<file path="config.mk">
export PLATFORM = sky130hd
export DESIGN_NAME = piso_serializer
export DESIGN_NICKNAME = d
export VERILOG_FILES = /design/src/rtl/piso_serializer.sv
export SDC_FILE = /design/constraint.sdc
export NUM_CORES = 1
export LEC_CHECK = 0
export ABC_AREA = 1
export CORE_UTILIZATION = 25
export CTS_CLUSTER_SIZE = 24
export DETAILED_ROUTE_END_ITERATION = 8
export HOLD_SLACK_MARGIN = 0.08
export PLACE_DENSITY_LB_ADDON = 0.2
export SLEW_MARGIN = 10
export SYNTH_ARGS = -nofsm -noshare
export SYNTH_HDL_FRONTEND = slang
export SYNTH_SLANG_ARGS = --single-unit
</file>
<file path="constraint.sdc">
create_clock -name clk -period 1.2 [get_ports clk]
set_input_delay 0.24 -clock clk [delete_from_list [all_inputs] [get_ports clk]]
set_output_delay 0.24 -clock clk [all_outputs]
set_load 0.005 [all_outputs]
</file>
<file path="src/rtl/piso_serializer.sv">
// Parallel-in serial-out framer, MSB first, with a one-word holding buffer for gap-free frames.
// Optional even-parity bit after the LSB is compiled in by defining PISO_PARITY_EN.
module piso_serializer #(
    parameter int WIDTH = 4
) (
    input  logic             clk,
    input  logic             rst,
    input  logic [WIDTH-1:0] in_data,
    input  logic             in_valid,
    output logic             in_ready,
    output logic             serial_out,
    output logic             serial_valid,
    output logic             last_bit
);

    localparam int CW = $clog2(WIDTH + 1);

`ifdef PISO_PARITY_EN
    typedef enum logic [1:0] {IDLE, SHIFT, PARITY} state_t;
`else
    typedef enum logic [1:0] {IDLE, SHIFT} state_t;
`endif

    state_t           state;
    logic [WIDTH-1:0] shifter;
    logic [WIDTH-1:0] hold_data;
    logic             hold_full;
    logic [CW-1:0]    bit_cnt;
`ifdef PISO_PARITY_EN
    logic             parity;
`endif

    logic             accept;
    logic             frame_end;
    logic             start;
    logic [WIDTH-1:0] start_word;

    assign in_ready = rst & ~hold_full;

    always_comb begin
        accept     = in_valid & in_ready;
        start_word = hold_full ? hold_data : in_data;
`ifdef PISO_PARITY_EN
        frame_end  = (state == PARITY);
`else
        frame_end  = (state == SHIFT) && (bit_cnt == '0);
`endif
        // A pending buffered word always wins; in_ready is low then, so no accept can collide.
        start      = ((state == IDLE) && accept) || (frame_end && (hold_full || accept));
    end

    always_ff @(posedge clk or negedge rst) begin
        if (!rst) begin
            state        <= IDLE;
            shifter      <= '0;
            hold_data    <= '0;
            hold_full    <= 1'b0;
            bit_cnt      <= '0;
            serial_out   <= 1'b0;
            serial_valid <= 1'b0;
            last_bit     <= 1'b0;
`ifdef PISO_PARITY_EN
            parity       <= 1'b0;
`endif
        end else if (start) begin
            state        <= SHIFT;
            shifter      <= {start_word[WIDTH-2:0], 1'b0};
            serial_out   <= start_word[WIDTH-1];
            serial_valid <= 1'b1;
            last_bit     <= 1'b0;
            bit_cnt      <= CW'(WIDTH - 1);
            hold_full    <= 1'b0;
`ifdef PISO_PARITY_EN
            parity       <= ^start_word;
`endif
        end else if (frame_end) begin
            state        <= IDLE;
            shifter      <= '0;
            serial_out   <= 1'b0;
            serial_valid <= 1'b0;
            last_bit     <= 1'b0;
        end else if (state == SHIFT) begin
            // bit_cnt holds the number of data bits still to follow the one on serial_out
            if (bit_cnt != '0) begin
                serial_out <= shifter[WIDTH-1];
                shifter    <= {shifter[WIDTH-2:0], 1'b0};
                bit_cnt    <= bit_cnt - CW'(1);
`ifndef PISO_PARITY_EN
                last_bit   <= (bit_cnt == CW'(1));
`endif
            end
`ifdef PISO_PARITY_EN
            else begin
                state      <= PARITY;
                serial_out <= parity;
                last_bit   <= 1'b1;
            end
`endif
            if (accept) begin
                hold_data <= in_data;
                hold_full <= 1'b1;
            end
        end
    end

endmodule

</file>
==> summary.md <==
| Metric | Value |
|---|---|
| PnR worst setup slack | 0.00977 ns |
| Period minus WS final | 1.19 ns |
| CTS tree | done |
| Clk_skew | 0.00742 ns |
| Final Cycle Share | 0.992 |
| Pre-antenna DRT Iters | 4 |
| CTS Hold Bufs | 0 |
| Max-cap violations | 0 |
| EDFF count, synth | 0 |
| Yosys warns | 0 |
| Synth area leader | dfrtp_1 |
| # IOs | 11 |
| Most frequent cell after synthesis | nand2_1 |
| Fmax | 0.840 GHz |
| Syn avg cell area | 8.66 um^2 |
| Core area | 0.00303 mm^2 |
| PD cells | 2400 mW/mm^2 |
| Max-slew violation count | 0 |
| P_leak | 0.605 nW |
| Worst-Margin Slew | 0.243 ns |
| Reg area | 350 um^2 |
| Largest net degree at the start of global routing | 18 |
| Synth Instances | 92 |
| Share of the synthesized area in the top cell type | 0.440 |
| Antenna violations before repair | 0 |
| Die W | 58.5 um |
| Avg WL per Cell | 11.4 um |
| Post-synthesis register bit count | 14 |
| Multi-input logic area | 489 um^2 |
| TritonCTS Buffers | 3 |
| Main synth FF type | dfrtp_1 |
| Detailed Place HPWL | 1280 um |
| Setup TNS | 0 ns |
| Fin util | 0.394 |
| Crit-path cells | nor2_4 -> buf_2 |
| RR Endpoint | hold_data[1] |
| DR iter-0 viols | 14 |
| Slowest stage cell on the critical path | dfrtp_1 |
| Fillers | 314 |
| Place WS | -0.513 ns |
| Comb power frac | 0.617 |
| Nets | 129 |
| Worst Setup EP | in_ready |
| Area grow syn2layout | 49.6% |
| Violated checks | negative hold slack |
| Worst Hold Class | in -> async |
| Clock share of power | 0.097 |
| GRT Total Usage | 0.115 |
| CP Launch Type | flip-flop |
| RSZ-0062 raised after global routing | true |
| Clk sinks | 14 |
| Flop pwr share | 0.286 |
| Post-route cell area | 0.00119 mm^2 |
| Via Count | 711 |
| Detailed Route WL | 1830 um |
| Global-route wire length before repair | 2930 um |
| Initial Util | 0.263 |
| NetSw | 1.28 mW |
| Status | finished, violations left |
| DP Area | 0.00102 mm^2 |
| Cell area after synthesis | 797 um^2 |
| DRT antenna net count | 0 |
| Critical setup path kind | reg -> out |
| Worst vdd ir | 530 uV |
| Ant diodes | 0 |
| Die Height | 58.5 um |
| Library cells used by synthesis | 20 |
| Vias per cell | 4.42 |
| Area contributors post-synth | dfrtp_1 (44%), nand2_1 (12%), nand3_1 (6.3%), nand2_4 (5.7%), ha_1 (4.7%) |
| Remaining DRCs | 0 |
| Post-synthesis sequential area ratio | 0.440 |
| Worst-path maximum fanout | 2 |
| Internal power | 1.58 mW |
| R2R cell count | 6 |
| Clk_lat worst skew | 0.29 ns |
| H-tree depth | 1 |
| Vias in the first global route | 674 |
| Grt total ovfl | 0 |
| Required time of the critical path | 0.96 ns |
| Synth Net Count | 102 |
| Crit-path max cell delay | 0.42 ns |
| Die area | 0.00342 mm^2 |
| Root buffer cell | clkbuf_4 |
| Longest Clk Path Bufs | 2 |
| Nature of the critical path endpoint | output port |
| Final Hold Viols | 14 |
| Reg clk slew, reported paths | 0.09 ns |
| Ratio of cells with drive above 1 in the final layout | 0.410 |
| Port Buf Inserts | 10 |
| Row Count | 20 |
| Placer Congestion | 0.727 |
| CP arrival | 0.95 ns |
| Ys async rst share | 1.00 |
| Flop-to-flop setup slack | 0.01 ns |
| Slew HR | 0.838 |
| Worst r2r src | hold_full |
| Sw Ratio | 0.447 |
| Fin Hold WS | -0.0662 ns |
| Final setup fails | 0 |
| Worst setup path start | hold_full |
| Commonest cells in the netlist | nand2_1 (26), dfrtp_1 (14), nand3_1 (10) |
==> power by group through the flow <==
stage               Sequential (mW)  Clock (mW)  Combinational [mW]
finish                        0.818       0.277                1.77
global route                  0.842       0.302                1.95
CTS                           0.774       0.285                1.37
detailed placement            0.783           0                1.39
global placement              0.780           0                1.39
floorplan                     0.807           0               0.893
==> critical path, delay by kind of cell (launching register included) <==
family,cells,cell delay [ns]
buf+inv,1,0.12
simple gates,1,0.11
flops,1,0.42
==> kinds of logic (layout without fill, tap and decap cells) <==
kind of cell | count (synthesis) | count (layout) | share of synthesized area
compound gates | 11 | 11 | 0.0942
fa+ha+maj | 3 | 3 | 0.0471
flops | 14 | 14 | 0.440
buf+inv | 14 | 38 | 0.0879
simple gates | 49 | 50 | 0.320
xor+xnor | 1 | 1 | 0.0110
==> per-layer routing <==
metal,up-vias,track usage,share of wire
met5,-,0,0
met4,0,0.0714,0.014
met3,3,0.0242,0.027
met2,13,0.190,0.52
met1,340,0.135,0.44
li1,355,-,-
==> worst min path at each step <==
stage / slack [ns] / start / to / depth (start not counted)
floorplan: -0.06 / rst / bit_cnt[0] / 0
global placement: 0.46 / last_bit / last_bit / 2
detailed placement: 0.47 / last_bit / last_bit / 2
CTS: 0.31 / rst / hold_data[0] / 2
global route: -0.05 / rst / shifter[1] / 2
finish: -0.07 / rst / hold_data[0] / 2
==> through the flow <==
stage,instances,power (mW)
after CTS,157,2.43
after detailed placement,154,2.17
after floorplan,92,1.70
final,161,2.86
after global routing,161,3.09
after global placement,154,2.17
==> state kept, by name (all words and copies together) (netlist names) <==
register	count
hold_data	4
shifter	3
hold_full	1
state	1
bit_cnt	3
serial_out	1
last_bit	1
==> cell type report <==
type / count / share of cell area
Multi-Input combinational cell: 65 / 0.410
Tap cell: 44 / 0.0462
Inverter: 12 / 0.0525
Sequential cell: 14 / 0.294
Clock buffer: 3 / 0.0189
Timing Repair Buffer: 23 / 0.178
==> placed cells by master, fill, tap and decap left out, types with 2 or more instances in the layout <==
| master | Yosys | layout |
|---|---|---|
| nand2_4 | 4 | 4 |
| a21oi_1 | 2 | 2 |
| inv_1 | 7 | 4 |
| dlygate4sd2_1 | 0 | 2 |
| nand3_2 | 0 | 3 |
| dfrtp_1 | 14 | 14 |
| ha_1 | 3 | 2 |
| clkdlybuf4s50_1 | 0 | 5 |
| buf_4 | 0 | 10 |
| nand3_1 | 10 | 7 |
| nand2_2 | 0 | 4 |
| o21ai_2 | 1 | 4 |
| clkbuf_4 | 0 | 3 |
| nand2_8 | 0 | 2 |
| nand2_1 | 26 | 21 |
| inv_2 | 4 | 5 |
| buf_6 | 2 | 2 |
| nand4_1 | 6 | 6 |
==> repair_timing <==
action	4_1_cts	5_1_grt
pin swaps	0	8
setup endpoints to repair	16	15
hold endpoints to repair	0	14
buffers inserted	0	3
cloned	0	1
gates resized for setup	7	34
Power figures use the tool's default switching activity.
